<file path="src/rtl/eep_seq_pkg.sv">
// Shared types and constants for the EEPROM access sequencer.
// EEP_WR_VERIFY_EN adds the VFY state used for the write read-back check.
package eep_seq_pkg;

  localparam int EEP_DW = 14;
  localparam int EEP_AW = 2;

  localparam int RD_CYC_DEF    = 4;
  localparam int SETUP_CYC_DEF = 2;
  localparam int PMP_CYC_DEF   = 2400000;
  localparam int REC_CYC_DEF   = 2;

  typedef enum logic [2:0] {
    IDLE     = 3'd0,
    RD       = 3'd1,
    WR_SETUP = 3'd2,
    WR_PUMP  = 3'd3,
`ifdef EEP_WR_VERIFY_EN
    REC      = 3'd4,
    VFY      = 3'd5
`else
    REC      = 3'd4
`endif
  } state_t;

  function automatic int max_of(input int a, input int b);
    return (a > b) ? a : b;
  endfunction

  // States in which the EEPROM chip select is driven low.
  function automatic logic cs_active(input state_t s);
    case (s)
      RD, WR_SETUP, WR_PUMP: return 1'b1;
`ifdef EEP_WR_VERIFY_EN
      VFY:                   return 1'b1;
`endif
      default:               return 1'b0;
    endcase
  endfunction

endpackage

</file>
<file path="src/rtl/eep_rr_arb.sv">
// Two-requester round-robin arbiter. The winner is combinational; the
// priority pointer flips to the other requester whenever a grant is taken.
module eep_rr_arb
  import eep_seq_pkg::*;
(
  input  logic       clk,
  input  logic       rst,
  input  logic [1:0] req,
  input  logic       take,
  output logic [1:0] win,
  output logic       win_idx,
  output logic       any
);

  logic ptr;

  // Pick the pointer requester if it asks, otherwise the other one.
  always_comb begin
    any     = |req;
    win_idx = req[ptr] ? ptr : ~ptr;
    win     = '0;
    if (any) win[win_idx] = 1'b1;
  end

  // Pointer moves away from whoever was just granted.
  always_ff @(posedge clk) begin
    if (rst) ptr <= 1'b0;
    else if (take && any) ptr <= ~win_idx;
  end

endmodule

</file>
<file path="src/rtl/eep_seq.sv">
// EEPROM access sequencer: round-robin between two requesters, drives the
// EEPROM pins, holds the charge pump for the programming window.
// Optional write read-back check is enabled with EEP_WR_VERIFY_EN.
//
// state    | meaning
// IDLE     | no access, arbitrate pending requests
// RD       | cs low for RD_CYC cycles, capture read data on the last one
// WR_SETUP | cs low, r_w_n low, addr/data settling before the pump
// WR_PUMP  | charge pump on for PMP_CYC cycles
// REC      | cs high recovery for REC_CYC cycles
// VFY      | automatic read-back of the just-written word (optional)
module eep_seq
  import eep_seq_pkg::*;
#(
  parameter int RD_CYC    = RD_CYC_DEF,
  parameter int SETUP_CYC = SETUP_CYC_DEF,
  parameter int PMP_CYC   = PMP_CYC_DEF,
  parameter int REC_CYC   = REC_CYC_DEF
) (
  input  logic              clk,
  input  logic              rst,
  input  logic [1:0]        req,
  input  logic [1:0]        r_w_n,
  input  logic [EEP_AW-1:0] addr0,
  input  logic [EEP_AW-1:0] addr1,
  input  logic [EEP_DW-1:0] wdata0,
  input  logic [EEP_DW-1:0] wdata1,
  input  logic [EEP_DW-1:0] eep_rd_data,
  output logic [1:0]        gnt,
  output logic [1:0]        done,
  output logic [EEP_DW-1:0] rd_data,
  output logic              busy,
  output logic              verify_err,
  output logic              eep_cs_n,
  output logic              eep_r_w_n,
  output logic [EEP_AW-1:0] eep_addr,
  output logic [EEP_DW-1:0] eep_wdata,
  output logic              chrg_pmp_en
);

  localparam int CMAX = max_of(max_of(RD_CYC, SETUP_CYC), max_of(PMP_CYC, REC_CYC));
  localparam int CW   = $clog2(CMAX + 1);

  localparam logic [CW-1:0] RD_LD    = CW'(RD_CYC - 1);
  localparam logic [CW-1:0] SETUP_LD = CW'(SETUP_CYC - 1);
  localparam logic [CW-1:0] PMP_LD   = CW'(PMP_CYC - 1);
  localparam logic [CW-1:0] REC_LD   = CW'(REC_CYC - 1);

  state_t          state, state_nxt;
  logic [CW-1:0]   cnt, cnt_nxt;
  logic            own, own_nxt;
  logic            take, fin, cap, hold_rec;
  logic [1:0]      arb_win;
  logic            arb_idx, arb_any;

  logic [1:0]        gnt_nxt, done_nxt;
  logic [EEP_DW-1:0] rd_data_nxt, eep_wdata_nxt;
  logic [EEP_AW-1:0] eep_addr_nxt;
  logic              verr_nxt;

`ifdef EEP_WR_VERIFY_EN
  logic vfy_pend, vfy_pend_nxt;
`endif

  eep_rr_arb u_arb (
    .clk     (clk),
    .rst     (rst),
    .req     (req),
    .take    (take),
    .win     (arb_win),
    .win_idx (arb_idx),
    .any     (arb_any)
  );

  // State register, down-counter and access owner.
  always_ff @(posedge clk) begin
    if (rst) begin
      state <= IDLE;
      cnt   <= '0;
      own   <= 1'b0;
`ifdef EEP_WR_VERIFY_EN
      vfy_pend <= 1'b0;
`endif
    end else begin
      state <= state_nxt;
      cnt   <= cnt_nxt;
      own   <= own_nxt;
`ifdef EEP_WR_VERIFY_EN
      vfy_pend <= vfy_pend_nxt;
`endif
    end
  end

  // Next-state logic; each state reloads the counter on exit and
  // leaves on terminal count.
  always_comb begin
    state_nxt = state;
    cnt_nxt   = (cnt == '0) ? '0 : cnt - 1'b1;
    take      = 1'b0;
    fin       = 1'b0;
    cap       = 1'b0;
`ifdef EEP_WR_VERIFY_EN
    vfy_pend_nxt = vfy_pend;
`endif
    case (state)
      IDLE: begin
        cnt_nxt = '0;
        if (arb_any) begin
          take      = 1'b1;
          state_nxt = r_w_n[arb_idx] ? RD : WR_SETUP;
          cnt_nxt   = r_w_n[arb_idx] ? RD_LD : SETUP_LD;
        end
      end
      RD: if (cnt == '0) begin
        state_nxt = REC;
        cnt_nxt   = REC_LD;
        fin       = 1'b1;
        cap       = 1'b1;
      end
      WR_SETUP: if (cnt == '0) begin
        state_nxt = WR_PUMP;
        cnt_nxt   = PMP_LD;
      end
      WR_PUMP: if (cnt == '0) begin
        state_nxt = REC;
        cnt_nxt   = REC_LD;
`ifdef EEP_WR_VERIFY_EN
        vfy_pend_nxt = 1'b1;
`else
        fin = 1'b1;
`endif
      end
      REC: if (cnt == '0) begin
`ifdef EEP_WR_VERIFY_EN
        if (vfy_pend) begin
          state_nxt = VFY;
          cnt_nxt   = RD_LD;
        end else begin
          state_nxt = IDLE;
        end
`else
        state_nxt = IDLE;
`endif
      end
`ifdef EEP_WR_VERIFY_EN
      VFY: if (cnt == '0) begin
        state_nxt    = REC;
        cnt_nxt      = REC_LD;
        fin          = 1'b1;
        cap          = 1'b1;
        vfy_pend_nxt = 1'b0;
      end
`endif
      default: state_nxt = IDLE;
    endcase
  end

  // Next output values, derived from the upcoming state so every pin is a flop.
  always_comb begin
    own_nxt = take ? arb_idx : own;
`ifdef EEP_WR_VERIFY_EN
    hold_rec = (state_nxt == REC) && vfy_pend_nxt;
    verr_nxt = fin && (state == VFY) && (eep_rd_data != eep_wdata);
`else
    hold_rec = 1'b0;
    verr_nxt = 1'b0;
`endif
    gnt_nxt = '0;
    if (cs_active(state_nxt) || hold_rec) gnt_nxt[own_nxt] = 1'b1;
    done_nxt = '0;
    if (fin) done_nxt[own] = 1'b1;
    rd_data_nxt   = cap ? eep_rd_data : rd_data;
    eep_addr_nxt  = take ? (arb_idx ? addr1 : addr0) : eep_addr;
    eep_wdata_nxt = take ? (arb_idx ? wdata1 : wdata0) : eep_wdata;
  end

  // Output registers.
  always_ff @(posedge clk) begin
    if (rst) begin
      gnt         <= '0;
      done        <= '0;
      rd_data     <= '0;
      busy        <= 1'b0;
      verify_err  <= 1'b0;
      eep_cs_n    <= 1'b1;
      eep_r_w_n   <= 1'b1;
      eep_addr    <= '0;
      eep_wdata   <= '0;
      chrg_pmp_en <= 1'b0;
    end else begin
      gnt         <= gnt_nxt;
      done        <= done_nxt;
      rd_data     <= rd_data_nxt;
      busy        <= (state_nxt != IDLE);
      verify_err  <= verr_nxt;
      eep_cs_n    <= ~cs_active(state_nxt);
      eep_r_w_n   <= ~((state_nxt == WR_SETUP) || (state_nxt == WR_PUMP));
      eep_addr    <= eep_addr_nxt;
      eep_wdata   <= eep_wdata_nxt;
      chrg_pmp_en <= (state_nxt == WR_PUMP);
    end
  end

  logic unused_win;
  assign unused_win = ^arb_win;

endmodule
</file>
<file path="config.mk">
export PLATFORM = sky130hd
export DESIGN_NAME = eep_seq
export DESIGN_NICKNAME = d
export VERILOG_FILES = /design/src/rtl/eep_seq_pkg.sv /design/src/rtl/eep_rr_arb.sv /design/src/rtl/eep_seq.sv
export SDC_FILE = /design/constraint.sdc
export NUM_CORES = 1
export LEC_CHECK = 0
export CAP_MARGIN = 10
export CORE_UTILIZATION = 49
export CTS_CLUSTER_DIAMETER = 200
export DETAILED_ROUTE_END_ITERATION = 12
export PLACE_DENSITY_LB_ADDON = 0.12
export SYNTH_ARGS = -nofsm -noshare
export SYNTH_HDL_FRONTEND = slang
export SYNTH_SLANG_ARGS = --single-unit
</file>
<file path="constraint.sdc">
create_clock -name clk -period 3.95 [get_ports clk]
set_input_delay 0.395 -clock clk [delete_from_list [all_inputs] [get_ports clk]]
set_output_delay 0.395 -clock clk [all_outputs]
set_load 0.05 [all_outputs]
</file>
Yosys cells after proc, flatten, opt, wreduce, memory -nomap -nowiden
Index checks and enable logic that the tools add are counted.

word-level totals
  bits in registers = 65
  input bits = 52
  logic and storage cells = 76

operators by class
  add/sub/neg operators = 1
  magnitude comparators = 6
  equality and inequality tests = 7
  mux-type cells = 31
  bitwise logic cells = 6
  reduce and logical (&&, ||, !) cells = 12

operators with widths
  cell                     count
  $mux W22                 3
  $pmux W22 S3             1
  $logic_not A22 Y1        1
  $sub A22 B1 Y22 const B  1
  $mux W1                  15
  $mux W14                 1
  $eq A3 B2 Y1 const B     4
  $mux W3                  4
  $pmux W3 S4              1
  $lt A1 B2 Y1 const B     4
  $mux W2                  4
  $reduce_or A2 Y1         4
  $eq A3 B1 Y1 const B     2
  $not A1 Y1               6
  $eq A3 B3 Y1 const B     1
  $logic_and A1 B1 Y1      3
  $logic_not A3 Y1         1
  $reduce_bool A3 Y1       1
  $reduce_or A3 Y1         1
  $demux W1 S1             2
  $ge A1 B1 Y1 const B     2
  $logic_or A1 B1 Y1       1

Depth between registers and ports, before layout
Gate-level depths: netlist of the first run.

  word-level depth = 13
  gate-level depth with buffers = 9
  mapped depth without buffers = 7

Modules after synthesis
A second synthesis of the first run with hierarchy kept.

second synthesis, totals
  cells, all modules = 292
  area total of the unflattened synthesis = 2728.9 µm²

modules (own cells, without submodules)
  module      times used  cells an instance  area an instance (µm²)  sequential area each (µm²)
  eep_seq     1           282                2650.0                  1281.2
  eep_rr_arb  1           10                 78.8                    20.0

Worst setup path before layout of the first run
No wires, ideal clock.

  kind = reg2reg
  start = reg cnt[0]
  end = reg rd_data[4]
  arrival = 2018 ps
  required time = 3822 ps
  setup slack = 1804 ps
  cell stages (with the launch flop) = 9
  cell sequence = dfxtp_1 -> inv_1 -> ha_1 -> nor4b_2 -> nand4_2 -> nor4_4 -> buf_8 -> mux2i_1 -> nor2_1

on the way
  longest elaborated chain between the ends = 3

ends and longest elaborated chain
  what                      line            text
  start: declaration        eep_seq.sv:50   logic [CW-1:0] cnt, cnt_nxt;
  start signal: assignment  eep_seq.sv:86   cnt <= cnt_nxt;
  $logic_not A22 Y1         eep_seq.sv:114  RD: if (cnt == '0) begin
  $mux W1                   eep_seq.sv:114
  $mux W1                   eep_seq.sv:105  case (state)
  end signal: assignment    eep_seq.sv:193  rd_data <= rd_data_nxt;
  end: declaration          eep_seq.sv:31   output logic [EEP_DW-1:0] rd_data,

Every way passes these cells.
A chain may end at the register's enable or synchronous reset.

Worst setup path in the final report of the first run
  start = reg cnt[0]
  end = reg cnt[12]

on the way
  longest elaborated chain between the ends = 4
  elaborated cells on any way between the ends = 6

ends and longest elaborated chain
  what                                                  line                                            text
  $sub A22 B1 Y22 or $logic_not A22 Y1 (tied branches)  eep_seq.sv:98, eep_seq.sv:114, eep_seq.sv:120
  $mux W22                                              eep_seq.sv:98                                   cnt_nxt = (cnt == '0) ? '0 : cnt - 1'b1;
  $mux W22, on equally long branches                    eep_seq.sv:114, eep_seq.sv:124, eep_seq.sv:120
  $pmux W22 S3 (*)                                      eep_seq.sv:105

Every way passes the cells marked *; elsewhere a longest branch is shown, timed or not.

==> run summary, run 1 <==
Minimum clock period - 2.36 ns
N_diodes - 0
Cell at the root of the clock tree - clkbuf_8
Die Wd - 77.6 um
Post-route core utilization - 0.712
Aggregate global routing overflow - 0
CP Data Required Time - 4.16 ns
Inserted Clock Buffers - 9
Class of the most critical hold timing path - register to register
Register bit total from synthesis - 65
Dominant cells by area after synthesis - dfxtp_1 46%, mux2i_1 11%, nor2_1 7.6%, a211oi_1 4.8%, xnor2_1 3.4%
Detailed router's first-iteration violation count - 52
Vert. Die Dim - 77.6 um
Class of the most critical setup path - register to register
Pin count of the biggest net entering global routing - 30
Setup repair after global routing missed its margin - false
Layout cell share with drive strength beyond 1 - 0.0947
Worst-margin pin slew - 0.782 ns
Count of pins over their slew limit - 0
Initial core utilization - 0.509
Count of antenna-violating nets left after detailed routing - 0
VDD IR max - 0.495 mV
Number of global-route vias before repair - 2,288
Total negative slack - 0 ns
Portion of the clock cycle consumed by the worst path in the final layout - 0.599
Fillers - 450
Leak pwr - 1.48 nW
Floorplan row count - 27
Via density per instance - 5.19
Global-route wire length before repair - 10,000 um
Instance count after placement with tap cells included - 437
Pwr/cell area - 978 nW/um^2
Avg WL per Cell - 13.0 um
Overall Global Routing Usage - 0.213
Antenna violations before repair - 0
Cell area after synthesis - 2800 sq um
CTS tree - yes
Number of standard cells in the layout, taps in and fillers out - 452
Yosys top cell area share - 0.465
Post-Route WL - 5870 um
Number of buffers between clock root and the deepest sink - 2
Gates resized, CTS repair - 0
Port buffer count - 89
Top fanout value on the critical path - 13
Area of the die - 6020 sq um
Total via count after detailed routing - 2,346
# IOs - 91
Max Clk Rate - 423 MHz
Type of element launching the critical path - register
Clock slew at reported path FFs - 0.07 ns
Syn-to-layout area delta - 39.9%
Largest area contributor in the synthesized netlist - dfxtp_1
Largest clock skew in the final design - 0.00744 ns
Sinks on the clock net - 65
Result of the run - completed
Yosys warnings - 0
Number of detailed-routing iterations run before antenna repair - 4
Top FF cell, synth - dfxtp_1
Cell count after synthesis - 290
Residual DRC - 0
H-tree depth reported by CTS - 3
Synthesized area divided by synthesized cell count - 9.66 sq um
Share of synthesized area occupied by flip-flops and latches - 0.465
Mapped Nets - 343
Total half-perimeter wirelength after legalization and detailed placement - 4270 um
Post-synth cell types - 51
Floorplan Core Area - 5510 sq um
Fraction of registers with async set or reset after synthesis - 0
Overall Power - 3.83 mW
Clk Latency, worst-skew pair - 0.34 ns
Number of enable-type register cells in the synthesized netlist - 0
Hold Fails Final Rpt - 0
Total Nets Final - 429
Max-cap viol count - 0
Arrival time reported for the critical path endpoint - 2.58 ns
Hold buffer count at CTS - 0
Critical path endpoint category - register
Relative max-transition margin - 0.477
Routability-driven placement congestion ratio - 0.763
Number of buffers inserted to repair setup after CTS - 0
Number of setup violations in the final report - 0
==> cell usage in the layout (no fill, tap or decap), drive strengths merged, types with 2 or more instances in the layout <==
| cell type | n |
|---|---|
| dfxtp | 65 |
| nor3 | 8 |
| a2111oi | 2 |
| clkinv | 2 |
| or3 | 2 |
| inv | 8 |
| xnor2 | 11 |
| xor2 | 7 |
| nand4 | 4 |
| o21ai | 2 |
| nand2 | 11 |
| nor2b | 2 |
| mux2i | 32 |
| nor4 | 7 |
| buf | 4 |
| clkdlybuf4s50 | 89 |
| nor4b | 2 |
| and3 | 2 |
| clkbuf | 12 |
| nand3 | 5 |
| a21oi | 9 |
| a211oi | 18 |
| nor2 | 57 |
==> flip-flops by register name, summed over array words and instances (netlist names), 2 cells and up <==
signal	flops
cnt	22
state	3
gnt	2
done	2
rd_data	14
eep_addr	2
eep_wdata	14
==> through the flow <==
stage          instance area [sq um]  hold slack [ns]  setup WS, ns
3_5_place_dp                    3720            0.481          1.57
6_report                        3920            0.493          1.59
4_1_cts                         3920            0.499          1.55
3_3_place_gp                    3720            0.476          1.64
5_1_grt                         3920            0.524          1.30
2_1_floorplan                   2800            0.441          1.80
==> cell type report <==
cell class	instances	area (sq um)	share of cell area
clock buffers	12	155	0.0396
clock inverters	3	40.0	0.0102
inverters	8	30.0	0.00766
multi-input cells	199	1380	0.352
flip-flops and latches	65	1300	0.332
well taps	72	90.1	0.0230
repair buffers	93	921	0.235
==> cell families (layout without fill, tap and decap cells) <==
kind of cell | Yosys count | after routing | synth area share
adder cells (fa/ha/maj) | 1 | 1 | 0.00447
other | 1 | 1 | 0.00134
multiplexers | 33 | 33 | 0.120
buffers and inverters | 26 | 116 | 0.0429
flip-flops | 65 | 65 | 0.465
AO/OA/AOI/OAI | 41 | 41 | 0.109
XOR/XNOR | 18 | 18 | 0.0563
AND/OR/NAND/NOR | 105 | 105 | 0.202
==> per-layer routing <==
metal,part of all wire,vias to the layer above,wire length (um),track usage
met5,0,-,0,0
met4,0.012,0,70,0.0679
met3,0.070,7,413,0.0988
met2,0.48,63,2820,0.367
met1,0.44,1092,2570,0.230
li1,-,1184,-,-
==> synthesized netlist by cell type, types with 2 or more instances <==
cell       instances
inv_1              8
dfxtp_1           65
buf_4              2
clkbuf_1          12
nand4_1            3
nor3_1             7
nor4_2             2
nor2b_1            2
or3_1              2
a21oi_1            9
mux2i_1           31
nor2_1            57
a211oi_1          18
xor2_1             7
nand2_1           10
nor4_1             2
nor4_4             3
and3_1             2
nand3_2            2
xnor2_1           11
a2111oi_1          2
nand3_1            3
buf_2              2
==> worst paths after layout <==
| path | cells past startpoint | startpoint | end | slack, ns |
|---|---|---|---|---|
| max | 7 | cnt[0] | cnt[12] | 1.59 |
| min | 2 | rd_data[9] | rd_data[9] | 0.49 |
| max reg2reg | 7 | cnt[0] | cnt[12] | 1.59 |
| min reg2reg | 2 | rd_data[9] | rd_data[9] | 0.49 |
==> critical path, stage by stage, from the launching register on <==
cell and delay (ns):
dfxtp_1 0.33, inv_1 0.06, ha_1 0.21, nor4b_2 0.43, nand4_2 0.22, or2_2 0.42
o21ai_2 0.47, nor2_1 0.10
==> where the power goes <==
part | switching (mW) | leakage, nW | total [mW] | internal, mW
sequential | 0.196 | 0.533 | 1.09 | 0.895
combinational | 1.33 | 0.848 | 2.19 | 0.856
clock | 0.235 | 0.102 | 0.555 | 0.320
No activity file was read; power rests on OpenSTA's default activity.
==> inputs of run 2 (changes only) <==
Settings changed: CORE_UTILIZATION 49 to 46.
Clock period 3.95 ns to 2.2 ns, I/O delays scaled along.
==> run 2 against run 1 <==
Against the previous run: final cell count increased by 2.9%; clock-buffer cell count increased by 2; clock power increased by 87%; sequential share of layout area decreased by 0.87 points; global-route usage decreased by 0.68 points; power increased by 88%; die area increased by 6.3%; fmax increased by 14%; wire length increased by 4.4%; critical path depth increased by 1; largest power group unchanged.
==> run summary, run 2 (synthesis results as in run 1) <==
Result of the run - completed
Start point of the critical path - cnt[0]
Port buffer count - 89 (unchanged)
Depth of the worst register-to-register path - 8 (+1)
Detailed router's first-iteration violation count - 72 (+38%)
Logic depth of the worst path, buffers included - 8 (+1)
Biggest regs - cnt: 22 flops, eep_wdata: 14 flops, rd_data: 14 flops
Worst-margin pin slew - 0.525 ns (-0.257 ns)
Avg WL per Cell - 13.2 um (+1.5%)
N_diodes - 0 (unchanged)
Leak pwr - 1.54 nW (+3.8%)
Number of detailed-routing iterations run before antenna repair - 4 (unchanged)
H-tree depth reported by CTS - 3 (unchanged)
# IOs - 91 (unchanged)
Number of flip-flops under the largest register name - 22 (unchanged)
Pin count of the biggest net entering global routing - 34 (+13%)
Capture instance of the worst register-to-register path - state[0]
Max-cap viol count - 0 (unchanged)
Die Wd - 80.0 um (+3.1%)
Largest stage delay on the critical path - 0.38 ns (-0.09 ns)
Hold buffer count at CTS - 0 (unchanged)
Top library cells by usage in the layout, fill and taps aside - 89 x clkdlybuf4s50_1, 65 x dfxtp_1, 57 x nor2_1
Clk Latency, worst-skew pair - 0.34 ns (about the same)
Layout cell share with drive strength beyond 1 - 0.115 (+0.0206)
Count of pins over their slew limit - 0 (unchanged)
Worst flop-to-flop path startpoint - cnt[0]
Cell type of the slowest stage on the worst timing path - nor4_4
Critical path endpoint category - register
Total Nets Final - 438 (+2.1%)
Buffers & Inverters on Critical Path - 2 (+1)
Register with the most flip-flops - cnt
Aggregate global routing overflow - 0 (unchanged)
Inserted Clock Buffers - 9 (unchanged)
Class of the most critical setup path - register to register
Floorplan row count - 28 (+3.7%)
Design area - 4020 sq um (+2.7%)
VDD IR max - 0.975 mV (+97%)
Via density per instance - 5.11 (-1.5%)
Total cell area at the placement stage - 3790 sq um (+1.8%)
Relative max-transition margin - 0.649 (+0.172)
Capturing element of the worst setup path - state[0]
Sinks on the clock net - 65 (unchanged)
Routability-driven placement congestion ratio - 0.766 (+0.43%)
Top fanout value on the critical path - 4 (-9)
Class of the most critical hold timing path - register to register
Vert. Die Dim - 80.0 um (+3.1%)
Largest clock skew in the final design - 0.00876 ns (+0.00131 ns)
CP Data Required Time - 2.42 ns (-1.74 ns)
Arrival time reported for the critical path endpoint - 2.29 ns (-0.29 ns)
Max Clk Rate - 484 MHz (+14%)
Delay-heaviest family, CP - simple AND/OR/NAND/NOR gates
Hold Fails Final Rpt - 0 (unchanged)
Overall Global Routing Usage - 0.206 (-0.00685)
Fillers - 491 (+9.1%)
Antenna violations before repair - 0 (unchanged)
Portion of the clock cycle consumed by the worst path in the final layout - 0.940 (+0.341)
Type of element launching the critical path - register
Floorplan Core Area - 5890 sq um (+6.9%)
Post-Route WL - 6130 um (+4.4%)
Clock slew at reported path FFs - 0.06 ns (about the same)
Global-route wire length before repair - 10,200 um (+1.8%)
Number of setup violations in the final report - 0 (unchanged)
Residual DRC - 0 (unchanged)
Number of buffers between clock root and the deepest sink - 2 (unchanged)
Worst path cell trace - inv_1 > ha_1 > nor4b_4 > buf_4 > nand3_2 > nor4_4 > a221oi_2 > a2111oi_1
Worst hold slack after final layout - 0.491 ns (-0.00202 ns)
Minimum clock period - 2.07 ns (-0.297 ns)
Pwr/cell area - 1790 nW/um^2 (+83%)
Initial core utilization - 0.476 (-0.0328)
Total via count after detailed routing - 2,378 (+1.4%)
Total half-perimeter wirelength after legalization and detailed placement - 4410 um (+3.3%)
Count of antenna-violating nets left after detailed routing - 0 (unchanged)
Worst setup slack for register-to-register paths - 0.13 ns (-1.45 ns)
Number of global-route vias before repair - 2,298 (+0.44%)
Area of the die - 6400 sq um (+6.3%)
Cell at the root of the clock tree - clkbuf_8
CTS tree - yes
Commonest non-fill, non-tap cell in the layout - clkdlybuf4s50_1
Syn-to-layout area delta - 43.7%
## run 2: changes by cell type in the layout (fill, tap and decap cells not counted), sizes merged
cell | before | now
buf | 4 | 13
clkbuf | 12 | 14
clkinv | 2 | 1
## run 2: stage by stage
| stage | power, mW | std cells | setup slack, ns | setup TNS (ns) | utilization |
|---|---|---|---|---|---|
| after floorplan | 4.99 | 290 | 0.0538 | 0 | - |
| after detailed placement | 6.11 | 447 | 0.0138 | 0 | 0.644 |
| after global placement | 6.05 | 447 | 0.118 | 0 | 0.644 |
| final | 7.22 | 465 | 0.132 | 0 | 0.684 |
| after CTS | 7.18 | 463 | 0.0906 | 0 | 0.680 |
| after global routing | 7.73 | 465 | -0.0680 | -0.144 | 0.684 |
## run 2: how the worst min path moves through the flow
stage                    start           to  slack, ns  cells after the start
2_1_floorplan  eep_rd_data[10]  rd_data[10]       0.37                      2
3_3_place_gp               own      done[0]       0.47                      1
3_5_place_dp               own      done[0]       0.47                      1
4_1_cts        eep_rd_data[10]  rd_data[10]       0.49                      3
5_1_grt        eep_rd_data[10]  rd_data[10]       0.50                      3
6_report            rd_data[6]   rd_data[6]       0.49                      2
## run 2: worst min-delay path, delay by kind of cell (launching register included)
kind,cells,cell delay (ns)
mux,1,0.06
simple gates,1,0.07
flops,1,0.32
## run 2: final cells by class
cell class | instances | area (sq um) | share of cell area
clock buffer | 14 | 173 | 0.0429
clock inverter | 2 | 35.0 | 0.00871
multi-input combinational | 199 | 1390 | 0.345
sequential | 65 | 1300 | 0.323
inverter | 8 | 30.0 | 0.00746
timing repair buffer | 102 | 1000 | 0.249
tap | 75 | 93.8 | 0.0233
## run 2: repair_timing
action | CTS | global route
endpoints found under the hold margin | 0 | 0
setup endpoints to repair | 0 | 3
gates resized for setup | 0 | 1
setup buffers | 0 | 2
## run 2: where the power goes
group | leakage (nW) | internal (mW) | switching (mW) | total, mW
clock | 0.107 | 0.616 | 0.426 | 1.04
combinational | 0.900 | 1.75 | 2.46 | 4.21
sequential | 0.533 | 1.61 | 0.360 | 1.97
total | 1.54 | 3.97 | 3.25 | 7.22
## run 2: layer usage
layer | GRT usage | up-vias | part of all wire
met5 | 0 | - | 0
met4 | 0.0643 | 0 | 0.012
met3 | 0.0846 | 10 | 0.066
met2 | 0.346 | 59 | 0.48
met1 | 0.238 | 1108 | 0.44
li1 | - | 1201 | -
